**src/rtl/mem_read_arbiter.sv**
```systemverilog
// mem_read_arbiter
// Two-requester read arbiter (icache = requester 0, dcache = requester 1) in
// front of one shared memory read bus. A winner keeps the bus for a whole
// cacheline burst of BEATS_PER_BURST accepted beats. Ties are broken
// round-robin against the owner of the previous burst.
module mem_read_arbiter #(
    parameter int ADDR_SIZE_BITS  = 32,
    parameter int DATA_SIZE_BITS  = 32,
    parameter int BEATS_PER_BURST = 4
) (
    input  logic                      clk,
    input  logic                      reset,

    input  logic                      req0_stbr,
    input  logic [ADDR_SIZE_BITS-1:0] req0_addr_read,
    output logic [DATA_SIZE_BITS-1:0] req0_data_read,
    output logic                      req0_ackr,

    input  logic                      req1_stbr,
    input  logic [ADDR_SIZE_BITS-1:0] req1_addr_read,
    output logic [DATA_SIZE_BITS-1:0] req1_data_read,
    output logic                      req1_ackr,

    output logic                      bus_stbr,
    output logic [ADDR_SIZE_BITS-1:0] bus_addr_read,
    input  logic [DATA_SIZE_BITS-1:0] bus_data_read,
    input  logic                      bus_ackr,

    output logic [1:0]                grant,
    output logic                      busy
);

    localparam int CNT_W = $clog2(BEATS_PER_BURST);
    localparam logic [CNT_W-1:0] LAST_BEAT = CNT_W'(BEATS_PER_BURST - 1);

    typedef enum logic [1:0] {
        IDLE = 2'd0,
        OWN0 = 2'd1,
        OWN1 = 2'd2
    } state_t;

    state_t           state_q, state_d;
    logic [CNT_W-1:0] beat_q, beat_d;
    // 1 means requester 1 finished the most recent burst.
    logic             last_owner_q, last_owner_d;

    // A beat only counts when the bus actually had a live strobe; a stray
    // bus_ackr with bus_stbr low is ignored entirely.
    logic             beat_acc;

    assign beat_acc = bus_ackr & bus_stbr;

    // State, beat counter and round-robin history; reset abandons any burst.
    always_ff @(posedge clk or posedge reset) begin
        if (reset) begin
            state_q      <= IDLE;
            beat_q       <= '0;
            last_owner_q <= 1'b1;
        end else begin
            state_q      <= state_d;
            beat_q       <= beat_d;
            last_owner_q <= last_owner_d;
        end
    end

    // Next-state: arbitrate only from IDLE, release only on the final beat.
    always_comb begin
        state_d      = state_q;
        beat_d       = beat_q;
        last_owner_d = last_owner_q;
        case (state_q)
            IDLE: begin
                beat_d = '0;
                if (req0_stbr && req1_stbr) begin
                    state_d = last_owner_q ? OWN0 : OWN1;
                end else if (req0_stbr) begin
                    state_d = OWN0;
                end else if (req1_stbr) begin
                    state_d = OWN1;
                end
            end
            OWN0, OWN1: begin
                if (beat_acc) begin
                    if (beat_q == LAST_BEAT) begin
                        state_d      = IDLE;
                        beat_d       = '0;
                        last_owner_d = (state_q == OWN1);
                    end else begin
                        beat_d = beat_q + CNT_W'(1);
                    end
                end
            end
            default: begin
                state_d = IDLE;
                beat_d  = '0;
            end
        endcase
    end

    // Outputs: the owner is muxed straight onto the bus; everything else is 0.
    always_comb begin
        bus_stbr       = 1'b0;
        bus_addr_read  = '0;
        grant          = 2'b00;
        req0_ackr      = 1'b0;
        req1_ackr      = 1'b0;
        req0_data_read = '0;
        req1_data_read = '0;
        case (state_q)
            OWN0: begin
                grant          = 2'b01;
                bus_stbr       = req0_stbr;
                bus_addr_read  = req0_addr_read;
                req0_ackr      = bus_ackr & req0_stbr;
                req0_data_read = bus_data_read;
            end
            OWN1: begin
                grant          = 2'b10;
                bus_stbr       = req1_stbr;
                bus_addr_read  = req1_addr_read;
                req1_ackr      = bus_ackr & req1_stbr;
                req1_data_read = bus_data_read;
            end
            default: begin
                grant = 2'b00;
            end
        endcase
        busy = |grant;
    end

endmodule
```
**config.mk**
```make
export PLATFORM = sky130hd
export DESIGN_NAME = mem_read_arbiter
export DESIGN_NICKNAME = d
export VERILOG_FILES = /design/src/rtl/mem_read_arbiter.sv
export SDC_FILE = /design/constraint.sdc
export NUM_CORES = 1
export LEC_CHECK = 0
export CAP_MARGIN = 10
export CORE_ASPECT_RATIO = 0.75
export CORE_MARGIN = 2
export CORE_UTILIZATION = 21
export DETAILED_ROUTE_END_ITERATION = 8
export PLACE_DENSITY = 0.79
export SLEW_MARGIN = 20
export SYNTH_ARGS = -nofsm -noshare
export SYNTH_HDL_FRONTEND = slang
export SYNTH_SLANG_ARGS = --single-unit
export TNS_END_PERCENT = 100
```
**constraint.sdc**
```tcl
create_clock -name clk -period 1.6 [get_ports clk]
set_input_delay 0.16 -clock clk [delete_from_list [all_inputs] [get_ports clk]]
set_output_delay 0.16 -clock clk [all_outputs]
set_load 0.03 [all_outputs]
```
==> impl_results.html <==
<table>
<tr><th>Metric</th><th>Value</th></tr>
<tr><th colspan="2">Run status</th></tr>
<tr><td>Result of the run</td><td>finished with violations</td></tr>
<tr><td>Violations in the final reports</td><td>setup timing</td></tr>
<tr><th colspan="2">Critical path</th></tr>
<tr><td>Delay of the slowest cell on the worst path</td><td>about 420 ps</td></tr>
<tr><td>Cell-by-cell listing of the critical path</td><td>inv_4, ha_4, clkbuf_16, nor2b_4, buf_6</td></tr>
<tr><td>Worst r2r src</td><td>state_q[0]</td></tr>
<tr><td>Number of buffer and inverter instances along the worst setup path</td><td>3</td></tr>
<tr><td>Setup CP Type</td><td>reg2out</td></tr>
<tr><td>Crit-path slowest cell</td><td>dfrtp_2</td></tr>
<tr><td>CP endpoint kind</td><td>output pin</td></tr>
<tr><td>Worst setup path startpoint</td><td>state_q[0]</td></tr>
<tr><td>Worst EP required</td><td>roughly 1400 ps</td></tr>
<tr><td>Crit path arrival time</td><td>around 1600 ps</td></tr>
<tr><td>Kind of start point of the critical path</td><td>register</td></tr>
<tr><td>Maximum fanout along the worst path</td><td>7</td></tr>
<tr><td>Top delay family on crit path</td><td>flip-flops</td></tr>
<tr><th colspan="2">Layout</th></tr>
<tr><td>Util after Layout</td><td>approximately three quarters</td></tr>
<tr><td>Total Nets Final</td><td>between 500 and 600</td></tr>
<tr><td>Filler cells</td><td>roughly 410</td></tr>
<tr><td>Leading cell types in the layout, fill and taps excluded</td><td>clkdlybuf4s50_1 (100), buf_6 (99), and2_4 (34), and2_1 (31), a22oi_2 (29)</td></tr>
<tr><td>Area growth from synthesis to final layout</td><td>238%</td></tr>
<tr><td>Most common cell after layout, fill and taps aside</td><td>clkdlybuf4s50_1</td></tr>
<tr><td>Fraction of layout cells with a size suffix above 1</td><td>approximately 60%</td></tr>
<tr><td>ANT cells</td><td>0</td></tr>
<tr><th colspan="2">STA</th></tr>
<tr><td>Maximum frequency from static timing analysis</td><td>about 600 MHz</td></tr>
<tr><td>Final worst setup slack</td><td>-110 ps</td></tr>
<tr><td>Final worst-path cycle share</td><td>107%</td></tr>
<tr><td>Total count of hold-check failures in the final report</td><td>0</td></tr>
<tr><td>Slew of the pin with the lowest slew margin</td><td>314 ps</td></tr>
<tr><td>Total count of max-transition violations in the final report</td><td>0</td></tr>
<tr><td>Max Clock Skew</td><td>about 1.1 ps</td></tr>
<tr><td>Final setup violation count</td><td>85</td></tr>
<tr><td>Min Tclk post-route</td><td>between 1500 and 2000 ps</td></tr>
<tr><td>Max_slew headroom</td><td>roughly 80%</td></tr>
<tr><td>RSZ-0062 raised after global routing</td><td>yes</td></tr>
<tr><td>Fin Hold WS</td><td>roughly 140 ps</td></tr>
<tr><th colspan="2">Detailed routing</th></tr>
<tr><td>WL/cell</td><td>17.1 um</td></tr>
<tr><td>Via count</td><td>between 2000 and 2500</td></tr>
<tr><td>Aggregate routed wire length</td><td>8180 um</td></tr>
<tr><td>Final routed DRC violation total</td><td>0</td></tr>
<tr><td>Initial DRC count</td><td>between 40 and 50</td></tr>
<tr><td>Number of antenna-violating nets in the routed design</td><td>0</td></tr>
<tr><td>Vias per cell</td><td>around 4.6</td></tr>
<tr><td>Detailed-router iteration count before antenna repair</td><td>4</td></tr>
<tr><th colspan="2">Placement</th></tr>
<tr><td>GP Congestion</td><td>0.820</td></tr>
<tr><td>Post-DP HPWL</td><td>5580 um</td></tr>
<tr><td>Count of input and output buffers</td><td>202</td></tr>
<tr><th colspan="2">Die</th></tr>
<tr><td>Starting utilization of the core area</td><td>22.0%</td></tr>
<tr><td>Core box area</td><td>just under 6000 sq um</td></tr>
<tr><td>Die area</td><td>around 6800 sq um</td></tr>
<tr><td>Width of the die</td><td>approximately 95 um</td></tr>
<tr><td>Y dimension of the die</td><td>72.0 um</td></tr>
<tr><td>Standard-cell rows</td><td>24</td></tr>
<tr><td>I/O pin count</td><td>203</td></tr>
<tr><th colspan="2">Global route</th></tr>
<tr><td>Vias in the first global route</td><td>roughly 2200</td></tr>
<tr><td>Pin count of the biggest net entering global routing</td><td>26</td></tr>
<tr><td>GR Overflow Total</td><td>0</td></tr>
<tr><td>Initial antenna violation count</td><td>0</td></tr>
<tr><td>First-pass GRT wire length</td><td>around 11000 um</td></tr>
<tr><td>Total global-route track usage</td><td>20.9%</td></tr>
<tr><th colspan="2">Clock tree</th></tr>
<tr><td>Clock buffer count from CTS</td><td>3</td></tr>
<tr><td>Deepest clock path buffer count</td><td>2</td></tr>
<tr><td>Worst-Skew Late Latency</td><td>220 ps</td></tr>
<tr><td>Reg clk slew, reported paths</td><td>40 ps</td></tr>
<tr><td>H-tree depth</td><td>1</td></tr>
<tr><td>Number of sinks handled by clock tree synthesis</td><td>5</td></tr>
<tr><td>Buffer type at the clock tree root</td><td>clkbuf_8</td></tr>
<tr><td>TritonCTS clock tree</td><td>yes</td></tr>
<tr><th colspan="2">Logic synthesis</th></tr>
<tr><td>Cell count after synthesis</td><td>about 180</td></tr>
<tr><td>Number of different library cells in the post-synthesis netlist</td><td>23</td></tr>
<tr><td>Synthesized Nets</td><td>slightly below 300</td></tr>
<tr><td>Post-synthesis instance area</td><td>around 1300 sq um</td></tr>
<tr><td>Portion of the post-synthesis area used by sequential elements</td><td>9.77%</td></tr>
<tr><td>Average cell area after synthesis</td><td>just over 7 sq um</td></tr>
<tr><td>Yosys Warn Count</td><td>0</td></tr>
<tr><td>Total of flip-flops plus latches after synthesis</td><td>5</td></tr>
<tr><th colspan="2">Power and ir drop</th></tr>
<tr><td>Worst ir drop on vdd</td><td>about 1.0 mV</td></tr>
<tr><td>Static leakage power</td><td>about 1.9 nW</td></tr>
<tr><td>Power density relative to cell area</td><td>about 1900 nW/um^2</td></tr>
<tr><th colspan="2">Hold path</th></tr>
<tr><td>Class of the tightest hold or removal check</td><td>in2async</td></tr>
<tr><th colspan="2">Flow run</th></tr>
<tr><td>Max_cap viols</td><td>0</td></tr>
</table>
where the power goes:
group          internal [W]  leakage, nW  switching, W
sequential         0.000164       0.0621     0.0000431
combinational       0.00410         1.83       0.00376
clock              0.000171       0.0228     0.0000615
synthesized netlist by cell type, drive strengths merged:
cell    instances  area, sq um
a21boi          2         15.0
mux2            2         22.5
a221oi          1         15.0
nor2b          32          200
nand4           1         6.26
o211ai          1         7.51
o31ai           1         7.51
nand2b          1         6.26
nand3           2         10.0
dfrtp           4          100
and2           65          407
inv             5         18.8
buf             6         30.0
a22oi          33          253
a22o            1         8.76
clkbuf         12         45.0
nand2           1         3.75
mux2i           2         20.0
and3            2         12.5
nor2            1         3.75
dfstp           1         26.3
ha              6         75.1
state kept, by name (all words and copies together) (netlist names):
| signal | cells |
|---|---|
| beat_q | 2 |
| last_owner_q | 1 |
| state_q | 2 |
metal layers:
layer / global-route usage (%) / wire [um] / vias up
met2: 40.7 / 4530 / 98
li1: - / - / 1059
met1: 23.6 / 2960 / 1040
met5: 0 / 0 / -
met4: 4.19 / 84 / 0
met3: 4.15 / 604 / 6
logic make-up after synthesis:
logic type	after synthesis	synth area share, %
AOI/OAI and AO/OA	39	23.7
adders and majority gates	6	5.80
buffers and inverters	23	7.25
DFF	5	9.77
muxes	4	3.29
and+or+nand+nor	105	50.2
layout make-up:
type	instances	area, sq um	area share [%]
repair buffers	233	2520	57.6
inverters	5	21.3	0.487
flip-flops and latches	5	128	2.92
well taps	78	97.6	2.23
multi-input cells	154	1560	35.7
clock buffers	4	45.0	1.03
worst reg2reg max path, stage by stage (launching register included):
cell and delay, ps:
dfrtp_2 420, inv_4 70, ha_4 370, a21boi_0 300, a221oi_2 80, mux2_1 330
repair_timing:
action	CTS	global route
endpoints found under the hold margin	0	0
buffers inserted	5	4
hold buffers	0	0
gates cloned	2	3
endpoints found under the setup margin	102	85
gates resized for setup	108	80
pin swaps	0	4
through the flow:
stage / cell area [sq um] / cells / power (W) / setup WS [ps] / TNS (ps)
3_5_place_dp: 3470 / 462 / 0.00605 / -52.7 / -844
6_report: 4370 / 479 / 0.00829 / -110 / -5300
3_3_place_gp: 3470 / 462 / 0.00601 / -17.5 / -162
5_1_grt: 4370 / 479 / 0.00868 / -175 / -10390
4_1_cts: 4030 / 473 / 0.00741 / -144 / -7030
2_1_floorplan: 1540 / 182 / 0.00410 / 7.84 / 0
final timing paths:
kind | end | slack (ps) | cells after the start
max | bus_addr_read[28] | -110 | 5
min | state_q[1] | 140 | 2
max reg2reg | state_q[1] | -90 | 5
min reg2reg | beat_q[0] | 520 | 1
max in group asynchronous | last_owner_q | 1220 | 2
min in group clk | beat_q[0] | 520 | 1
(Power assumes the default switching activity.)
